===== config.mk =====
export PLATFORM = sky130hd
export DESIGN_NAME = div_unit
export DESIGN_NICKNAME = d
export VERILOG_FILES = /design/src/rtl/div_pkg.sv /design/src/rtl/div_sign_fix.sv /design/src/rtl/div_unit.sv
export SDC_FILE = /design/constraint.sdc
export NUM_CORES = 1
export LEC_CHECK = 0
export BUFFER_PORTS_ARGS = -buffer_cell sky130_fd_sc_hd__clkbuf_2
export CAP_MARGIN = 20
export CORE_MARGIN = 3
export CORE_UTILIZATION = 55
export DETAILED_ROUTE_END_ITERATION = 8
export GPL_TIMING_DRIVEN = 1
export PLACE_DENSITY_LB_ADDON = 0.15
export SLEW_MARGIN = 20
export SYNTH_ARGS = -nofsm -noshare
export SYNTH_HDL_FRONTEND = slang
export SYNTH_SLANG_ARGS = --single-unit

===== constraint.sdc =====
create_clock -name clk -period 7 [get_ports clk]
set_input_delay 0.7 -clock clk [delete_from_list [all_inputs] [get_ports clk]]
set_output_delay 0.7 -clock clk [all_outputs]
set_load 0.01 [all_outputs]

===== src/rtl/div_pkg.sv =====
// Shared types and constants for the multi-cycle restoring divider.
package div_pkg;

    typedef enum logic [1:0] {
        IDLE   = 2'b00,
        BYZERO = 2'b01,
        ON     = 2'b10,
        END    = 2'b11
    } div_state_e;

    localparam int DIV_WIDTH = 32;
    localparam logic [DIV_WIDTH-1:0] DIV_ZERO_Q = '1;

endpackage


===== src/rtl/div_sign_fix.sv =====
// Conditional two's-complement negate; used both for operand magnitudes and result sign fix.
module div_sign_fix
    import div_pkg::*;
#(
    parameter int WIDTH = DIV_WIDTH
) (
    input  logic             neg_i,
    input  logic [WIDTH-1:0] val_i,
    output logic [WIDTH-1:0] val_o
);

    // Wraps mod 2^WIDTH, so the most negative value maps onto itself.
    function automatic logic [WIDTH-1:0] negate(input logic [WIDTH-1:0] v);
        return ~v + WIDTH'(1);
    endfunction

    assign val_o = neg_i ? negate(val_i) : val_i;

endmodule


===== src/rtl/div_unit.sv =====
// Radix-2 restoring DIV/DIVU unit returning {remainder, quotient} for HI/LO.
// Optional macro DIV_EARLY_TERM_EN: shortcut to the result when |opa| < |opb|.
module div_unit
    import div_pkg::*;
#(
    parameter int WIDTH = DIV_WIDTH
) (
    input  logic               clk,
    input  logic               rst,
    input  logic               start_i,
    input  logic               signed_i,
    input  logic               annul_i,
    input  logic [WIDTH-1:0]   opa_i,
    input  logic [WIDTH-1:0]   opb_i,
    output logic [2*WIDTH-1:0] result_o,
    output logic               ready_o,
    output logic               stall_o
);

    localparam int CNT_W = (WIDTH > 1) ? $clog2(WIDTH) : 1;

    div_state_e         state_q, state_d;
    logic [CNT_W-1:0]   cnt_q, cnt_d;
    logic [WIDTH-1:0]   rem_q, rem_d;
    logic [WIDTH-1:0]   quo_q, quo_d;
    logic [WIDTH-1:0]   dsr_q, dsr_d;
    logic               neg_q_q, neg_q_d;
    logic               neg_r_q, neg_r_d;
    logic [2*WIDTH-1:0] result_q, result_d;

    logic [WIDTH-1:0]   abs_a, abs_b;
    logic [WIDTH-1:0]   zero_q;
    logic               accept, by_zero, early_term, last_step;
    logic [WIDTH:0]     step_shift, step_diff;
    logic               step_bit;
    logic [WIDTH-1:0]   step_rem, step_quo, fix_q, fix_r;

    div_sign_fix #(.WIDTH(WIDTH)) u_abs_a (
        .neg_i (signed_i & opa_i[WIDTH-1]),
        .val_i (opa_i),
        .val_o (abs_a)
    );

    div_sign_fix #(.WIDTH(WIDTH)) u_abs_b (
        .neg_i (signed_i & opb_i[WIDTH-1]),
        .val_i (opb_i),
        .val_o (abs_b)
    );

    assign zero_q    = {WIDTH{DIV_ZERO_Q[0]}};
    assign accept    = start_i & ~annul_i;
    assign by_zero   = (opb_i == '0);
    assign last_step = (cnt_q == CNT_W'(WIDTH - 1));

`ifdef DIV_EARLY_TERM_EN
    assign early_term = ~by_zero && (abs_a < abs_b);
`else
    assign early_term = 1'b0;
`endif

    // One restoring step: the subtract is one bit wider than the operands.
    assign step_shift = {rem_q, quo_q[WIDTH-1]};
    assign step_diff  = step_shift - {1'b0, dsr_q};
    assign step_bit   = ~step_diff[WIDTH];
    assign step_rem   = step_bit ? step_diff[WIDTH-1:0] : step_shift[WIDTH-1:0];
    assign step_quo   = {quo_q[WIDTH-2:0], step_bit};

    div_sign_fix #(.WIDTH(WIDTH)) u_fix_q (
        .neg_i (neg_q_q),
        .val_i (step_quo),
        .val_o (fix_q)
    );

    div_sign_fix #(.WIDTH(WIDTH)) u_fix_r (
        .neg_i (neg_r_q),
        .val_i (step_rem),
        .val_o (fix_r)
    );

    always_ff @(posedge clk) begin
        if (!rst) begin
            state_q  <= IDLE;
            cnt_q    <= '0;
            result_q <= '0;
        end else begin
            state_q  <= state_d;
            cnt_q    <= cnt_d;
            result_q <= result_d;
        end
        rem_q   <= rem_d;
        quo_q   <= quo_d;
        dsr_q   <= dsr_d;
        neg_q_q <= neg_q_d;
        neg_r_q <= neg_r_d;
    end

    always_comb begin
        state_d = state_q;
        unique case (state_q)
            IDLE: begin
                if (accept) begin
                    state_d = (by_zero || early_term) ? BYZERO : ON;
                end
            end
            BYZERO: state_d = annul_i ? IDLE : END;
            ON: begin
                if (annul_i) begin
                    state_d = IDLE;
                end else if (last_step) begin
                    state_d = END;
                end
            end
            END: begin
                if (!start_i || annul_i) begin
                    state_d = IDLE;
                end
            end
            default: state_d = IDLE;
        endcase
    end

    always_comb begin
        cnt_d    = cnt_q;
        rem_d    = rem_q;
        quo_d    = quo_q;
        dsr_d    = dsr_q;
        neg_q_d  = neg_q_q;
        neg_r_d  = neg_r_q;
        result_d = result_q;
        unique case (state_q)
            IDLE: begin
                cnt_d = '0;
                if (accept) begin
                    neg_q_d = signed_i & (opa_i[WIDTH-1] ^ opb_i[WIDTH-1]);
                    neg_r_d = signed_i & opa_i[WIDTH-1];
                    dsr_d   = abs_b;
                    // Short paths preload the final {rem, quo}; BYZERO just publishes them.
                    if (by_zero) begin
                        rem_d = opa_i;
                        quo_d = zero_q;
                    end else if (early_term) begin
                        rem_d = opa_i;
                        quo_d = '0;
                    end else begin
                        rem_d = '0;
                        quo_d = abs_a;
                    end
                end
            end
            BYZERO: begin
                if (!annul_i) begin
                    result_d = {rem_q, quo_q};
                end
            end
            ON: begin
                cnt_d = cnt_q + CNT_W'(1);
                rem_d = step_rem;
                quo_d = step_quo;
                if (!annul_i && last_step) begin
                    result_d = {fix_r, fix_q};
                end
            end
            default: ;
        endcase
    end

    always_comb begin
        ready_o  = (state_q == END);
        result_o = result_q;
        stall_o  = start_i & ~ready_o & ~annul_i;
    end

endmodule


After elaboration in Yosys (flattened, before gate mapping)
Index checks and enable logic that the tools add are counted.
{"block": "op_classes", "add_sub_neg": 6, "n_mul": 0, "n_div": 0, "order_cmp": 0, "eq_ne": 9, "shift": 0, "muxes": 22, "bitwise_logic": 14, "reduce_logical": 12}
{"op": "$mux W32", "count": 9}
{"op": "$add A32 B1 Y32 const B", "count": 4}
{"op": "$mux W64", "count": 2}
{"op": "$not A32 Y32", "count": 4}
{"op": "$pmux W32 S2", "count": 2}
{"op": "$pmux W64 S2", "count": 1}
{"op": "$sub A33 B32 Y33", "count": 1}
{"op": "$logic_not A32 Y1", "count": 1}
{"op": "$mux W2", "count": 6}
{"op": "$pmux W5 S2", "count": 1}
{"op": "$pmux W2 S4", "count": 1}
{"op": "$and A1 B1 Y1", "count": 6}
{"op": "$ne A2 B2 Y1 const B", "count": 3}
{"op": "$reduce_and A3 Y1", "count": 2}
{"op": "$add A5 B1 Y5 const B", "count": 1}
{"op": "$eq A5 B5 Y1 const B", "count": 1}
{"op": "$eq A2 B2 Y1 const B", "count": 2}
{"op": "$reduce_and A2 Y1", "count": 2}
{"op": "$reduce_bool A2 Y1", "count": 2}
{"op": "$ne A3 B3 Y1 const B", "count": 1}
{"op": "$not A1 Y1", "count": 3}
{"op": "$eq A2 B1 Y1 const B", "count": 1}
{"op": "$logic_not A1 Y1", "count": 2}
{"op": "$logic_not A2 Y1", "count": 1}
{"op": "4 further kinds", "count": 4}
{"block": "totals", "ff_bits": 169, "latchBits": 0, "ramBits": 0, "mem_bits_ro": 0, "out_inout_bits": 66, "wordCells": 71, "memories": 0}

Logic depth before layout (Yosys ltp)
Gate-level depths: netlist (run 1).
{"block": "logic_depth", "word_depth": 7, "mapped_depth": 27}

Cells and area by module
Synthesis (run 1) repeated with hierarchy kept, for this count alone.
{"block": "unflattened", "cells_unflattened": 1438, "hier_area_um2": 13122.6}
{"module": "div_unit", "instances": 1, "cells_each": 1042, "area_each_um2": 10014.6}
{"module": "div_sign_fix", "instances": 4, "cells_each": 99, "area_each_um2": 777.0}

Worst setup path after synthesis (run 1)
Ideal clock, no wire load.
{"block": "synth_path", "path_type": "register to register", "start": "register quo_q[31]", "end": "register result_q[60] (netlist: result_o[60])", "arrival_time_ps": 5077, "required_ps": 6872, "setup_slack_ps": 1795, "stages_incl_launch_ff": 28, "path_buffers": 4, "synth_period_minus_slack_ps": 5205, "path_cell_list": "edfxtp_1 -> inv_1 -> ha_1 -> inv_1 -> fa_1 -> a211oi_2 -> nor4_4 -> o211ai_2 -> a2111oi_2 -> or3_4 -> and2_1 -> buf_6 -> inv_4 -> buf_6 -> buf_2 -> buf_1 -> nor2_1 -> a21oi_1 -> ha_1 -> nor3b_1 -> nand4b_1 -> a21oi_1 -> a41oi_1 -> a21o_1 -> o41ai_1 -> xnor2_1 -> a221oi_1 -> nor2_1"}
{"block": "synth_between", "elab_chain_len": 7}
{"element": "start, declared", "line_no": "div_unit.sv:25", "source": "logic [WIDTH-1:0] quo_q, quo_d;"}
{"element": "start signal, assigned", "line_no": "div_unit.sv:91", "source": "quo_q <= quo_d;"}
{"element": "$sub A33 B32 Y33", "line_no": "div_unit.sv:63", "source": "assign step_diff = step_shift - {1'b0, dsr_q};"}
{"element": "$mux W32 *", "line_no": "div_unit.sv:65", "source": "assign step_rem = step_bit ? step_diff[WIDTH-1:0] : step_shift[WIDTH-1:0];"}
{"element": "$not A32 Y32", "line_no": "div_sign_fix.sv:14", "source": "return ~v + WIDTH'(1);"}
{"element": "$add A32 B1 Y32", "line_no": "div_sign_fix.sv:14"}
{"element": "$mux W32 *", "line_no": "div_sign_fix.sv:17", "source": "assign val_o = neg_i ? negate(val_i) : val_i;"}
{"element": "$mux W64 *", "line_no": "div_unit.sv:159", "source": "if (!annul_i && last_step) begin"}
{"element": "$pmux W64 S2 *", "line_no": "div_unit.sv:130", "source": "unique case (state_q)"}
{"element": "end signal, assigned", "line_no": "div_unit.sv:88", "source": "result_q <= result_d;"}
{"element": "end, declared", "line_no": "div_unit.sv:29", "source": "logic [2*WIDTH-1:0] result_q, result_d;"}
Mark *: on every way between the ends. The rest lies on a longest branch, timed or not. The select of a mux whose other input is x is not followed.
A chain may end at the register's enable or synchronous reset.

Worst setup path after layout (run 1)
Ends and elaborated chain as after synthesis.

==> metrics.txt, run 1 <==
required time worst endpoint=7.28 ns; post-CTS setup buffers=0; final worst path period share=76.7%; CTS Buf Count=17; Post-layout nets=1706; num rows=54; delay-heaviest family, CP=compound AO/OA/AOI/OAI gates; gr ovfl total=0; DRT iter0 DRCs=1105; gpl congestion=0.902; maxcap violations=0; setup TNS=0 ns; post-CTS resize count=0; first-pass GRT wire length=56900 um; Final Max Slew Viols=0; Max Root-Sink Buffers=2; most frequent cells in the layout=nand2_1 (169), nor2_1 (143), a21oi_1 (140); CTS tree=yes; Sw Pwr=2780 uW; Core Box Area=22000 sq um; post-route ant nets=0; full die area=24500 sq um; P_leak=0.00559 uW; die height=157 um; WL final=36100 um; CTS Hold Bufs=0; most common cell after layout, fill and taps aside=nand2_1; DRT Pass-1 Iters=5; Fin. Hold Viols=0; Syn Area/Cell=8.18 sq um; vias per cell=6.17; Num Clock Sinks=169; Internal=3070 uW; CP cell instances=inv_1 > ha_1 > inv_1 > fa_1 > a211oi_2 > nor4_4 > o211ai_2 > a2111oi_2 > or3_4 > and2_2 > inv_4 > mux2i_1 > ha_1 > nor3b_1 > nand4b_1 > a21oi_1 > a41oi_1 > a21o_1 > o41ai_1 > xnor2_1 > a221oi_1 > nor2_1; Clock Skew=0.0144 ns; critical path arrival=5.65 ns; post-synthesis register bit count=169; synth warn=0; slowest CP cell=edfxtp_1; M1 WL=15500 um; Slew HR=31.8%; fmax=0.186 GHz; final setup violation count=0; Hold Startpoint=result_o[35]; Crit Path Max Fanout=18; wire length per cell=19.1 um; number of global-route vias before repair=10882; DR vias=11637; reg2reg end=result_o[60]; WHS Path Cells=2; initial antenna violation count=2; ys async rst share=0%; met3 wire length=2650 um; Die X=157 um; sw frac=47.5%; Min Hold Slack=0.457 ns; drt drc=0; synth unique cells=76; RSZ-0062 raised after global routing=false; Post-synth EDFFs=98; CP endpoint kind=register; clock share of power=16.6%; Reg2Reg Depth=22; filler instances=1971; I/O Buffers=134; Max VDD drop=0.240 mV; Antenna Cells=0; I/O pin count=135; Syn Inst Count=1523; slowest stage delay, CP=0.44 ns; gr usage total=29.0%; status=finished, final reports clean; Worst Hold Class=register to register; largest net degree at the start of global routing=80; Top Layer Used=met5; Pwr per Cell Area=424 nW/um^2; Met2 Wirelength=16800 um; crit path kind=register to register; Worst Hold End=result_o[35]; WP buf/inv=3; # H-tree levels=4; Flop pwr share=28.7%; minimum clock period=5.37 ns; Most used DFF post-synth=edfxtp_1; r2r startpoint=quo_q[31]; post-synthesis sequential area ratio=35.0%; CP Launch Type=register; post-DP HPWL=26400 um; Initial Util=56.6%; Clock Pin Slew Worst Setup and Hold Paths=0.07 ns; Reg2Reg Setup Slack=1.63 ns; synthesized area=12500 sq um; area grow syn2layout=10.8%; root buffer cell=clkbuf_16; Worst-Skew Late Latency=0.44 ns; Synthesized Nets=1635; slew at the pin closest to its max-slew limit=1.02 ns; Logic pwr share=54.7%; layout cells sized above 1=12.8%
final cells by class:
cell class	instances	area (sq um)	share of cell area [%]
multi-input combinational	1187	7460	54.1
sequential	169	4360	31.6
timing repair buffer	145	753	5.46
clock buffer	21	493	3.57
tap	280	350	2.54
inverter	74	280	2.03
clock inverter	11	97.6	0.707
cell usage after synthesis (5+ instances only):
cell       count  area [sq um]
nand2b_1      13          81.3
clkbuf_1      69           259
nand4_1       10          62.6
and3_1        16           100
a21o_1        16           120
o211a_1        7          70.1
nor3b_1        9          67.6
o21a_1         6          45.0
or3_1         17           106
o21bai_1       6          45.0
or2_2          9          56.3
nand3_1       23           115
nand3b_1       5          37.5
o31ai_1       26           195
ha_1          42           526
a21oi_1      140           701
nand2_1      169           634
xnor2_1       61           534
buf_1         10          37.5
inv_1         72           270
nor4_1        14          87.6
xor2_1        75           657
nor2b_1        7          43.8
o21ai_1       12          60.1
o41ai_1       13           114
buf_2         10          50.1
o21ai_0      112           561
and2_1        12          75.1
nor2_1       144           541
o211ai_1      11          82.6
or4_1          9          67.6
nor3_1        47           235
a2bb2oi_1      8          70.1
mux2i_1       34           340
edfxtp_1      98          2940
a211oi_1      48           360
dfxtp_1       71          1420
state kept, by name (all words and copies together) (netlist names):
register / cells
result_o: 64
neg_q_q: 1
neg_r_q: 1
cnt_q: 5
state_q: 2
rem_q: 32
dsr_q: 32
quo_q: 32
worst register-to-register path, stage by stage, from the launching register on:
cell and delay, ns:
edfxtp_1 0.44, inv_1 0.09, ha_1 0.16, inv_1 0.06, fa_1 0.42, a211oi_2 0.41
nor4_4 0.14, o211ai_2 0.22, a2111oi_2 0.10, or3_4 0.38, and2_2 0.23, inv_4 0.17
mux2i_1 0.30, ha_1 0.25, nor3b_1 0.29, nand4b_1 0.14, a21oi_1 0.13, a41oi_1 0.10
a21o_1 0.33, o41ai_1 0.41, xnor2_1 0.11, a221oi_1 0.28, nor2_1 0.06
metrics by stage:
| stage | total power [uW] | cells | cell area, sq um | util [%] | worst slack, ns |
|---|---|---|---|---|---|
| after floorplan | 4030 | 1523 | 12500 | - | 1.80 |
| after global placement | 4780 | 1855 | 13200 | 60.0 | 1.85 |
| after detailed placement | 4820 | 1855 | 13200 | 60.0 | 1.66 |
| after CTS | 5800 | 1887 | 13800 | 62.7 | 1.63 |
| after global routing | 6250 | 1887 | 13800 | 62.7 | 1.24 |
| final | 5850 | 1887 | 13800 | 62.7 | 1.63 |
power by group through the flow:
stage / sequential [uW] / clock [uW] / combinational, uW
3_3_place_gp: 1680 / 0 / 3100
5_1_grt: 1710 / 1010 / 3530
3_5_place_dp: 1690 / 0 / 3140
2_1_floorplan: 1630 / 0 / 2400
4_1_cts: 1670 / 972 / 3160
6_report: 1680 / 969 / 3200
logic make-up (layout without fill, tap and decap cells):
logic type | count (synthesis) | after routing | share of synthesized area [%]
flops | 169 | 169 | 35.0
buf+inv | 167 | 251 | 5.36
fa+ha+maj | 43 | 43 | 4.38
simple gates | 515 | 515 | 19.5
compound gates | 457 | 457 | 23.3
mux | 36 | 36 | 2.91
xor+xnor | 136 | 136 | 9.56
routing by layer:
| metal | vias up | global-route usage, % |
|---|---|---|
| met5 | - | 0 |
| met4 | 4 | 9.84 |
| met3 | 77 | 6.69 |
| met2 | 431 | 46.4 |
| met1 | 5460 | 38.8 |
| li1 | 5665 | - |
worst max-delay path by stage:
stage                         start      endpoint  slack, ns  cells past startpoint
after floorplan           quo_q[31]  result_o[60]       1.80                     27
after global placement    quo_q[31]  result_o[60]       1.85                     22
after detailed placement  quo_q[31]  result_o[60]       1.66                     22
after CTS                 quo_q[31]  result_o[60]       1.63                     22
after global routing       rem_q[6]  result_o[60]       1.24                     20
final                     quo_q[31]  result_o[60]       1.63                     22
(Power assumes the default switching activity.)
==> run 2, diff against run 1 <==
clock period = 4.5 ns   (was 7 ns; I/O delays follow)
==> metrics.txt, run 2 (synthesized netlist as in run 1, its figures left out) <==
status=complete, but fails checks; violated checks=setup timing; Final Max Slew Viols=0 (unchanged); num rows=54 (unchanged); minimum clock period=4.54 ns (-0.832 ns); post-route ant nets=0 (unchanged); Worst-Skew Late Latency=0.44 ns (about the same); first-pass GRT wire length=58200 um (+2.4%); Initial Util=56.6% (unchanged); root buffer cell=clkbuf_16; Pwr per Cell Area=661 nW/um^2 (+56%); Max VDD drop=0.397 mV (+66%); crit path kind=register to register; wire length per cell=19.0 um (-0.64%); most frequent cells in the layout=nand2_1 (167), nor2_1 (143), a21oi_1 (136); Worst Hold Class=primary input to register; final worst path period share=101% (+24 points); required time worst endpoint=4.79 ns (-2.49 ns); I/O pin count=135 (unchanged); Core Box Area=22000 sq um (unchanged); Crit Path Max Fanout=6 (-12); Internal=5060 uW (+65%); vias per cell=6.13 (-0.59%); Sw Pwr=4590 uW (+65%); CP Launch Type=register; critical path arrival=4.83 ns (-0.82 ns); most common cell after layout, fill and taps aside=nand2_1; Max Root-Sink Buffers=2 (unchanged); final setup violation count=6 (+6); Fin. Hold Viols=0 (unchanged); CTS tree=yes; drt drc=0 (unchanged); Inst Count DP=1905 (+2.7%); Final Power=9650 uW (+65%); Num Clock Sinks=169 (unchanged); area grow syn2layout=17.2%; slowest stage delay, CP=0.39 ns (-0.05 ns); CTS Hold Bufs=0 (unchanged); die height=157 um (unchanged); slew at the pin closest to its max-slew limit=1.15 ns (+0.130 ns); CP cell instances=inv_1 > ha_2 > inv_2 > fa_2 > a211oi_4 > nor4_4 > o211ai_2 > a2111oi_4 > or3_4 > and2_4 > inv_8 > mux2i_4 > ha_4 > nor3b_4 > nand4b_1 > a21oi_2 > a41oi_2 > a21o_4 > o41ai_4 > xnor2_1 > a221oi_2 > nor2_1; setup TNS=-0.116 ns (-0.116 ns); Clock Skew=0.0181 ns (+0.00365 ns); CP endpoint kind=register; DR vias=11954 (+2.7%); max reg flops=64 (unchanged); DRT Pass-1 Iters=5 (unchanged); post-DP HPWL=27100 um (+2.4%); slowest CP cell=edfxtp_1; fmax=0.220 GHz (+18%); maxcap violations=0 (unchanged); WL final=37000 um (+2.7%); final std cells w/o fill=1950 (+3.3%); fin worst setup slack=-0.0387 ns (-1.67 ns); largest net degree at the start of global routing=102 (+28%); Post-layout nets=1769 (+3.7%); gr ovfl total=0 (unchanged); Antenna Cells=0 (unchanged); Clock Pin Slew Worst Setup and Hold Paths=0.07 ns (about the same); I/O Buffers=134 (unchanged); Die X=157 um (unchanged); number of global-route vias before repair=11278 (+3.6%); full die area=24500 sq um (unchanged); Flop pwr share=26.7% (-2.0 points); layout cells sized above 1=18.2% (+5.4 points); gpl congestion=0.940 (+4.2%); # H-tree levels=4 (unchanged); DRT iter0 DRCs=945 (-14%); filler instances=1895 (-3.9%); clock share of power=15.3% (-1.3 points); gr usage total=29.5% (+0.56 points); initial antenna violation count=1 (-1); P_leak=0.00598 uW (+6.9%); sw frac=47.6% (+0.071 points); RSZ-0062 raised after global routing=true; CTS Buf Count=17 (unchanged); Slew HR=23.2% (-8.6 points); Logic pwr share=58.0% (+3.3 points)
==> run 2: changes by cell type in the layout (fill, tap and decap cells not counted), moves of 4 or more <==
cell | previous run | this run
buf_6 | 0 | 5
buf_4 | 11 | 67
a21oi_2 | 0 | 4
o21ai_0 | 112 | 106
a21oi_1 | 140 | 136
==> run 2: per-stage QoR <==
| step | setup slack, ns | utilization, % | instance area [sq um] | hold WS, ns |
|---|---|---|---|---|
| 2_1_floorplan | -0.177 | - | 12600 | 0.476 |
| 3_3_place_gp | 0.105 | 62.2 | 13700 | 0.441 |
| 3_5_place_dp | -0.137 | 62.2 | 13700 | 0.449 |
| 4_1_cts | -0.0460 | 65.0 | 14300 | 0.237 |
| 5_1_grt | -0.263 | 66.3 | 14600 | 0.241 |
| 6_report | -0.0387 | 66.3 | 14600 | 0.254 |
==> run 2: cell type report <==
class / count / area [sq um] / share of cell area [%]
Timing Repair Buffer: 208 / 1270 / 8.70
Tap cell: 280 / 350 / 2.40
Clock inverter: 15 / 158 / 1.08
Sequential cell: 169 / 4360 / 29.9
Clock buffer: 17 / 425 / 2.91
Inverter: 74 / 288 / 1.97
Multi-Input combinational cell: 1187 / 7740 / 53.0
==> run 2: per-layer routing <==
metal / part of all wire [%] / global-route usage [%] / vias up
met4: 2.5 / 9.13 / 2
met5: 0.022 / 0 / -
met2: 48 / 48.7 / 427
li1: - / - / 5796
met3: 6.3 / 4.98 / 65
met1: 43 / 39.8 / 5664
==> run 2: what timing repair did <==
item                       in CTS  in global routing
setup buffers                   1                 12
pin swaps                       2                 25
setup endpoints to repair       4                 24
gates cloned                    0                  0
gates resized for setup         3                 41
==> run 2: final timing paths <==
| kind | cells after the start | to | slack (ns) | startpoint |
|---|---|---|---|---|
| setup / recovery | 22 | result_o[60] | -0.04 | quo_q[31] |
| hold / removal | 1 | dsr_q[0] | 0.25 | opb_i[0] |
| setup reg to reg | 22 | result_o[60] | -0.04 | quo_q[31] |
| hold reg to reg | 2 | result_o[37] | 0.46 | result_o[37] |
==> run 2: critical path, delay by kind of cell, from the launching register on <==
| kind | cells | cell delay (ns) |
|---|---|---|
| AOI/OAI and AO/OA | 8 | 1.67 |
| and+or+nand+nor | 6 | 1.03 |
| adders and majority gates | 3 | 0.74 |
| DFF | 1 | 0.39 |
| muxes | 1 | 0.25 |
| buffers and inverters | 3 | 0.19 |
| xor gates and xnor gates | 1 | 0.13 |
==> run 2: power groups by stage <==
stage / clock network [uW] / logic [uW] / registers [uW]
global placement: 0 / 5230 / 2580
CTS: 1480 / 5350 / 2560
floorplan: 0 / 3830 / 2520
detailed placement: 0 / 5290 / 2590
global route: 1550 / 6140 / 2620
finish: 1470 / 5590 / 2580
